**config.mk**
```make
export PLATFORM = sky130hd
export DESIGN_NAME = pipe_hazard_ctrl_flat
export DESIGN_NICKNAME = d
export VERILOG_FILES = /design/src/rtl/pipe_pkg.sv /design/src/rtl/pipe_hazard_ctrl_if.sv /design/src/rtl/pipe_hazard_ctrl_md_sched.sv /design/src/rtl/pipe_hazard_ctrl.sv /design/src/flat_wrapper.sv
export SDC_FILE = /design/constraint.sdc
export NUM_CORES = 1
export LEC_CHECK = 0
export CAP_MARGIN = 20
export CORE_MARGIN = 3
export CORE_UTILIZATION = 40
export CTS_BUF_LIST = sky130_fd_sc_hd__clkbuf_16
export CTS_CLUSTER_SIZE = 25
export DETAILED_ROUTE_END_ITERATION = 12
export HOLD_SLACK_MARGIN = 0.08
export PLACE_DENSITY = 0.76
export SLEW_MARGIN = 10
export SYNTH_ARGS = -nofsm -noshare
export SYNTH_HDL_FRONTEND = slang
export SYNTH_SLANG_ARGS = --single-unit
```
**constraint.sdc**
```tcl
create_clock -name clk -period 2.32 [get_ports clk]
set_input_delay 0.464 -clock clk [delete_from_list [all_inputs] [get_ports clk]]
set_output_delay 0.464 -clock clk [all_outputs]
set_load 0.01 [all_outputs]
```
**src/rtl/pipe_pkg.sv**
```systemverilog
// rtl/pipe_pkg.sv - shared FSM encoding, latency defaults and a register-match helper
package pipe_pkg;

  typedef enum logic {
    IDLE   = 1'b0,
    MD_RUN = 1'b1
  } md_state_e;

  localparam int MUL_LAT_DEF = 4;
  localparam int DIV_LAT_DEF = 16;

  // Register 0 is hardwired to zero, so it never participates in a hazard.
  function automatic logic reg_match(input logic use_r, input logic [4:0] src,
                                     input logic [4:0] dst);
    return use_r && (src != 5'd0) && (src == dst);
  endfunction

endpackage

```
**src/rtl/pipe_hazard_ctrl_if.sv**
```systemverilog
// rtl/pipe_hazard_ctrl_if.sv - ID/EX/MEM hazard inputs and pipeline control outputs
interface pipe_hazard_ctrl_if;
  logic [4:0]  rs_id;
  logic [4:0]  rt_id;
  logic        use_rs_id;
  logic        use_rt_id;
  logic [4:0]  ex_rd;
  logic        ex_regwrite;
  logic        ex_memread;
  logic [4:0]  mem_rd;
  logic        mem_regwrite;
  logic        md_start_id;
  logic        md_div_id;
  logic        hilo_read_id;
  logic        branch_taken_id;
  logic        pc_hold;
  logic        ifid_hold;
  logic        idex_bubble;
  logic        ifid_flush;
  logic        md_busy;
  logic [31:0] stall_count;

  modport master (
    output rs_id, rt_id, use_rs_id, use_rt_id, ex_rd, ex_regwrite, ex_memread,
           mem_rd, mem_regwrite, md_start_id, md_div_id, hilo_read_id, branch_taken_id,
    input  pc_hold, ifid_hold, idex_bubble, ifid_flush, md_busy, stall_count
  );

  modport slave (
    input  rs_id, rt_id, use_rs_id, use_rt_id, ex_rd, ex_regwrite, ex_memread,
           mem_rd, mem_regwrite, md_start_id, md_div_id, hilo_read_id, branch_taken_id,
    output pc_hold, ifid_hold, idex_bubble, ifid_flush, md_busy, stall_count
  );
endinterface

```
**src/rtl/pipe_hazard_ctrl_md_sched.sv**
```systemverilog
// rtl/pipe_hazard_ctrl_md_sched.sv - multiply/divide occupancy FSM with latency down-counter
module md_sched
  import pipe_pkg::*;
#(
  parameter int MUL_LAT = MUL_LAT_DEF,
  parameter int DIV_LAT = DIV_LAT_DEF
) (
  input  logic clk,
  input  logic reset,
  input  logic md_start_i,
  input  logic md_div_i,
  input  logic stall_i,
  output logic md_busy_o
);

  localparam logic [4:0] MUL_LOAD = 5'(MUL_LAT - 1);
  localparam logic [4:0] DIV_LOAD = 5'(DIV_LAT - 1);

  md_state_e  state_q, state_d;
  logic [4:0] md_cnt_q, md_cnt_d;

  always_ff @(posedge clk or posedge reset) begin
    if (reset) begin
      state_q  <= IDLE;
      md_cnt_q <= 5'd0;
    end else begin
      state_q  <= state_d;
      md_cnt_q <= md_cnt_d;
    end
  end

  // A start held under a stall is not taken; it issues once the stall clears.
  always_comb begin
    state_d  = state_q;
    md_cnt_d = md_cnt_q;
    case (state_q)
      IDLE: begin
        if (md_start_i && !stall_i) begin
          state_d  = MD_RUN;
          md_cnt_d = md_div_i ? DIV_LOAD : MUL_LOAD;
        end
      end
      MD_RUN: begin
        if (md_cnt_q == 5'd0) begin
          state_d = IDLE;
        end else begin
          md_cnt_d = md_cnt_q - 5'd1;
        end
      end
      default: begin
        state_d  = IDLE;
        md_cnt_d = 5'd0;
      end
    endcase
  end

  assign md_busy_o = (state_q == MD_RUN);

endmodule

```
**src/rtl/pipe_hazard_ctrl.sv**
```systemverilog
// rtl/pipe_hazard_ctrl.sv - pipeline stall/flush control; PIPE_HAZARD_FORWARDING_EN drops RAW stalls
module pipe_hazard_ctrl
  import pipe_pkg::*;
#(
  parameter int MUL_LAT = MUL_LAT_DEF,
  parameter int DIV_LAT = DIV_LAT_DEF
) (
  input  logic               clk,
  input  logic               reset,
  pipe_hazard_ctrl_if.slave  hz
);

  logic        load_use;
  logic        md_hazard;
  logic        raw_hazard;
  logic        stall;
  logic        md_busy;
  logic [31:0] stall_count_q, stall_count_d;

  assign load_use = hz.ex_memread &&
                    (reg_match(hz.use_rs_id, hz.rs_id, hz.ex_rd) ||
                     reg_match(hz.use_rt_id, hz.rt_id, hz.ex_rd));

  assign md_hazard = md_busy && (hz.md_start_id || hz.hilo_read_id);

`ifdef PIPE_HAZARD_FORWARDING_EN
  assign raw_hazard = 1'b0;
`else
  // Without bypass paths every in-flight writer of a source register blocks ID.
  assign raw_hazard =
      (hz.ex_regwrite  && (reg_match(hz.use_rs_id, hz.rs_id, hz.ex_rd) ||
                           reg_match(hz.use_rt_id, hz.rt_id, hz.ex_rd))) ||
      (hz.mem_regwrite && (reg_match(hz.use_rs_id, hz.rs_id, hz.mem_rd) ||
                           reg_match(hz.use_rt_id, hz.rt_id, hz.mem_rd)));
`endif

  assign stall = load_use || md_hazard || raw_hazard;

  assign hz.pc_hold     = stall;
  assign hz.ifid_hold   = stall;
  assign hz.idex_bubble = stall;
  assign hz.ifid_flush  = hz.branch_taken_id && !stall;
  assign hz.md_busy     = md_busy;
  assign hz.stall_count = stall_count_q;

  md_sched #(
    .MUL_LAT (MUL_LAT),
    .DIV_LAT (DIV_LAT)
  ) u_md_sched (
    .clk        (clk),
    .reset      (reset),
    .md_start_i (hz.md_start_id),
    .md_div_i   (hz.md_div_id),
    .stall_i    (stall),
    .md_busy_o  (md_busy)
  );

  always_comb begin
    stall_count_d = stall_count_q;
    if (stall && (stall_count_q != 32'hFFFF_FFFF)) begin
      stall_count_d = stall_count_q + 32'd1;
    end
  end

  always_ff @(posedge clk or posedge reset) begin
    if (reset) begin
      stall_count_q <= 32'd0;
    end else begin
      stall_count_q <= stall_count_d;
    end
  end

endmodule

```
**src/flat_wrapper.sv**
```systemverilog
// flat-port wrapper written by rule: the top's interface ports become plain ports
module pipe_hazard_ctrl_flat import pipe_pkg::*;
#(
  parameter int MUL_LAT = MUL_LAT_DEF,
  parameter int DIV_LAT = DIV_LAT_DEF
)
  (clk, reset, hz_rs_id, hz_rt_id, hz_use_rs_id, hz_use_rt_id, hz_ex_rd, hz_ex_regwrite, hz_ex_memread, hz_mem_rd, hz_mem_regwrite, hz_md_start_id, hz_md_div_id, hz_hilo_read_id, hz_branch_taken_id, hz_pc_hold, hz_ifid_hold, hz_idex_bubble, hz_ifid_flush, hz_md_busy, hz_stall_count);
  pipe_hazard_ctrl_if hz_i ();
  input  logic clk;
  input  logic reset;
  input wire logic [$bits(hz_i.rs_id)-1:0] hz_rs_id;
  input wire logic [$bits(hz_i.rt_id)-1:0] hz_rt_id;
  input wire logic [$bits(hz_i.use_rs_id)-1:0] hz_use_rs_id;
  input wire logic [$bits(hz_i.use_rt_id)-1:0] hz_use_rt_id;
  input wire logic [$bits(hz_i.ex_rd)-1:0] hz_ex_rd;
  input wire logic [$bits(hz_i.ex_regwrite)-1:0] hz_ex_regwrite;
  input wire logic [$bits(hz_i.ex_memread)-1:0] hz_ex_memread;
  input wire logic [$bits(hz_i.mem_rd)-1:0] hz_mem_rd;
  input wire logic [$bits(hz_i.mem_regwrite)-1:0] hz_mem_regwrite;
  input wire logic [$bits(hz_i.md_start_id)-1:0] hz_md_start_id;
  input wire logic [$bits(hz_i.md_div_id)-1:0] hz_md_div_id;
  input wire logic [$bits(hz_i.hilo_read_id)-1:0] hz_hilo_read_id;
  input wire logic [$bits(hz_i.branch_taken_id)-1:0] hz_branch_taken_id;
  output wire logic [$bits(hz_i.pc_hold)-1:0] hz_pc_hold;
  output wire logic [$bits(hz_i.ifid_hold)-1:0] hz_ifid_hold;
  output wire logic [$bits(hz_i.idex_bubble)-1:0] hz_idex_bubble;
  output wire logic [$bits(hz_i.ifid_flush)-1:0] hz_ifid_flush;
  output wire logic [$bits(hz_i.md_busy)-1:0] hz_md_busy;
  output wire logic [$bits(hz_i.stall_count)-1:0] hz_stall_count;
  assign hz_i.rs_id = hz_rs_id;
  assign hz_i.rt_id = hz_rt_id;
  assign hz_i.use_rs_id = hz_use_rs_id;
  assign hz_i.use_rt_id = hz_use_rt_id;
  assign hz_i.ex_rd = hz_ex_rd;
  assign hz_i.ex_regwrite = hz_ex_regwrite;
  assign hz_i.ex_memread = hz_ex_memread;
  assign hz_i.mem_rd = hz_mem_rd;
  assign hz_i.mem_regwrite = hz_mem_regwrite;
  assign hz_i.md_start_id = hz_md_start_id;
  assign hz_i.md_div_id = hz_md_div_id;
  assign hz_i.hilo_read_id = hz_hilo_read_id;
  assign hz_i.branch_taken_id = hz_branch_taken_id;
  assign hz_pc_hold = hz_i.pc_hold;
  assign hz_ifid_hold = hz_i.ifid_hold;
  assign hz_idex_bubble = hz_i.idex_bubble;
  assign hz_ifid_flush = hz_i.ifid_flush;
  assign hz_md_busy = hz_i.md_busy;
  assign hz_stall_count = hz_i.stall_count;
  pipe_hazard_ctrl #(.MUL_LAT(MUL_LAT), .DIV_LAT(DIV_LAT)) u_core (.clk(clk), .reset(reset), .hz(hz_i));
endmodule
```
==> results.cfg <==
[power]
powerDensity_nw_per_um2 = 767
switching_power_w = 0.000806
swShare = 0.312
ir_drop_v = 0.000615
clock_power_share = 0.294
pwr-share-comb = 0.356
internal-power_w = 0.00178
seqPwrFrac = 0.350
p_leak_nw = 1.45

[clock_network]
clk_latency_ns = 0.28
cts_tree = done
cts_sinks = 38
clk_pin_slew_worst_paths_ns = 0.05
ctsHoldBuffers = 0
ctsHtreeMaxLevel = 2
cts_buffers = 5
cts_root_buf = clkbuf_16
cts_buffer_depth = 2

[sta]
final.setup.worst_slack_ns = -0.0396
hold_ws_ns = 0.492
skew_ns = 0.00746
post-route-min-period_ns = 2.36
hold_viol_final = 0
tightestPinTransition_ns = 0.638
max_freq_ghz = 0.424
slew_headroom = 0.569
rsz0062_at_grt = yes
slew_viol_final = 0
setup_violations = 1
finalCritPeriodShare = 1.02

[global_route]
grt_max_degree = 39
overflow = 0
track_usage = 0.183
grt_pass1_wl_um = 9520
grt_pass1_vias = 2008
antenna_found_initial = 0

[placement]
portBuffers = 67
place_hpwl_um = 4010
place.gp.congestion = 0.799

[setup_path]
crit_path_start_kind = input pin
crit_end = hz_idex_bubble
reg2reg_slack_ns = 0.25
crit_cells = 8
path_class = input pin to output port
critPathMostFrequentCell = buf_6
endpoint_kind = output port
slowest_stage = clkdlybuf4s50_1
crit_path_max_incr_delay_ns = 0.41
critPathTopFamily = buffers and inverters
r2r-start = u_core.hz.stall_count[0]
worst-path-max-fanout = 3
critPathArrivalTime_ns = 1.90
cp.buffers_inverters = 4
startpoint = hz_ex_regwrite
cp_cell_sequence = clkdlybuf4s50_1 -> nor2_2 -> nor2_1 -> a32oi_2 -> o221ai_4 -> buf_6 -> buf_6 -> buf_6
reg2reg_depth = 7
cp.required_ns = 1.86
reg2reg_to = u_core.hz.stall_count[14]

[detailed_routing]
detail-route-antenna-nets = 0
wire_per_inst_um = 15.4
drt_pass1_iterations = 4
wirelength_um = 5840
drt-initial-drc-count = 113
drc = 0
dr_total_vias = 1987
via_per_inst = 5.24

[hold_path]
hold_path.class = flip-flop to flip-flop

[floorplan]
io_pins = 68
dieWidth_um = 81.3
std_cell_rows = 26
die_y_um = 81.3
start_util = 0.428
core_um2 = 5300
die_area_um2 = 6610

[synth]
synth_area_leaders = dfrtp_1, xnor2_1, xor2_1
synth_mux_area_frac = 0.0425
synth_cells = 221
synth-simple-area-share = 0.246
synthXorXnorAreaFrac = 0.189
synth_compound_gate_area_share = 0.0524
synth_top_family_by_area = simple AND/OR/NAND/NOR gates
ys_seq_area_frac = 0.419
yosysTopAreaCellShare = 0.419
synth.net_count = 255
synth_fa_ha_area_frac = 0.0166
synth-seq-cells = 38
ys_warn_count = 0
avgSynthCellArea_um2 = 10.3
synthDistinctLibCells = 41
yosysTopAreaCell = dfrtp_1
syn_area_um2 = 2270

[cells_and_area]
mostFrequentLayoutCells = clkdlybuf4s50_1, dfrtp_1, xnor2_1
final_util = 0.635
area.growth.synth_to_final_pct = 48.5
mostFrequentLayoutCell = clkdlybuf4s50_1
final_nets = 342
antenna_cells = 0
drive_gt1_frac = 0.233

[run_status]
run_status = finished, violations left
failed_checks = negative setup slack

[flow_run]
cap_violations = 0
layout make-up:
| class | instances | area [um2] |
|---|---|---|
| multi-input combinational | 168 | 1330 |
| tap | 70 | 87.6 |
| clock inverter | 3 | 40.0 |
| clock buffer | 5 | 125 |
| sequential | 38 | 951 |
| inverter | 5 | 18.8 |
| fill | 431 | 1940 |
| timing repair buffer | 90 | 813 |
per-stage QoR:
step | setup TNS [ns] | power (W) | instances | area [um2] | setup slack (ns)
floorplan | 0 | 0.00139 | 221 | 2270 | 0.140
global placement | -18.89 | 0.00173 | 364 | 3090 | -0.795
detailed placement | -20.19 | 0.00175 | 364 | 3090 | -0.805
CTS | -0.204 | 0.00257 | 376 | 3290 | -0.0915
global route | -0.193 | 0.00274 | 379 | 3370 | -0.0996
finish | -0.0396 | 0.00258 | 379 | 3370 | -0.0396
power by group through the flow:
stage	registers, W	logic (W)	clock network [W]
3_3_place_gp	0.000905	0.000822	0
4_1_cts	0.000902	0.000888	0.000778
5_1_grt	0.000922	0.00101	0.000812
3_5_place_dp	0.000907	0.000839	0
6_report	0.000904	0.000920	0.000760
2_1_floorplan	0.000917	0.000473	0
worst min path at each step:
stage | startpoint | to | depth (start not counted)
2_1_floorplan | u_core.hz.stall_count[26] | u_core.hz.stall_count[26] | 1
3_3_place_gp | u_core.hz.stall_count[22] | u_core.hz.stall_count[22] | 1
3_5_place_dp | u_core.hz.stall_count[7] | u_core.hz.stall_count[7] | 1
4_1_cts | u_core.hz.stall_count[22] | u_core.hz.stall_count[22] | 1
5_1_grt | u_core.hz.stall_count[22] | u_core.hz.stall_count[22] | 1
6_report | u_core.hz.stall_count[7] | u_core.hz.stall_count[7] | 1
metal layers:
metal  track usage  up-vias  routed length [um]  share of wire
met5             0        -                   0              0
met1         0.236      940                2630           0.45
met4        0.0439        0                  53         0.0091
met3        0.0499        9                 410          0.070
li1              -      973                   -              -
met2         0.304       65                2750           0.47
registers in the layout, summed over array words and instances (netlist names):
register and cells:
u_core.hz.stall_count 32, u_core.u_md_sched.md_busy_o 1, u_core.u_md_sched.md_cnt_q 5
worst register-to-register path, delay by kind of cell, from the launching register on:
kind                     cells  cell delay, ns
AND/OR/NAND/NOR              4            0.92
flip-flops                   1            0.40
adder cells (fa/ha/maj)      1            0.29
buffers and inverters        1            0.22
XOR/XNOR                     1            0.13
cell families (layout without fill, tap and decap cells):
group                    after synthesis  count (layout)
AO/OA/AOI/OAI                         16              16
buffers and inverters                 15             103
XOR/XNOR                              49              49
adder cells (fa/ha/maj)                3               3
multiplexers                           9               9
AND/OR/NAND/NOR                       91              91
flip-flops                            38              38
Yosys cell counts, drive strengths merged:
master,number
xor2,20
or3,1
mux2i,4
nand4b,2
buf,7
nor2b,1
xnor2,29
and2,5
and3,13
o31ai,1
o41ai,1
and3b,1
nor2,9
o21ai,6
inv,5
mux2,5
nor3b,2
o211a,1
nand3b,1
nand2b,1
nor4,5
nand3,11
or4,3
a21oi,2
ha,3
dfrtp,38
nor3,2
nand4,21
o221ai,2
and4,2
o41a,1
clkbuf,3
a32oi,2
nand2,11
what timing repair did:
| action | 4_1_cts | 5_1_grt |
|---|---|---|
| endpoints found under the setup margin | 35 | 20 |
| pin swaps | 11 | 14 |
| buffers inserted | 4 | 3 |
| resized for setup | 84 | 22 |
| cloned | 0 | 0 |
(Power assumes the default switching activity.)
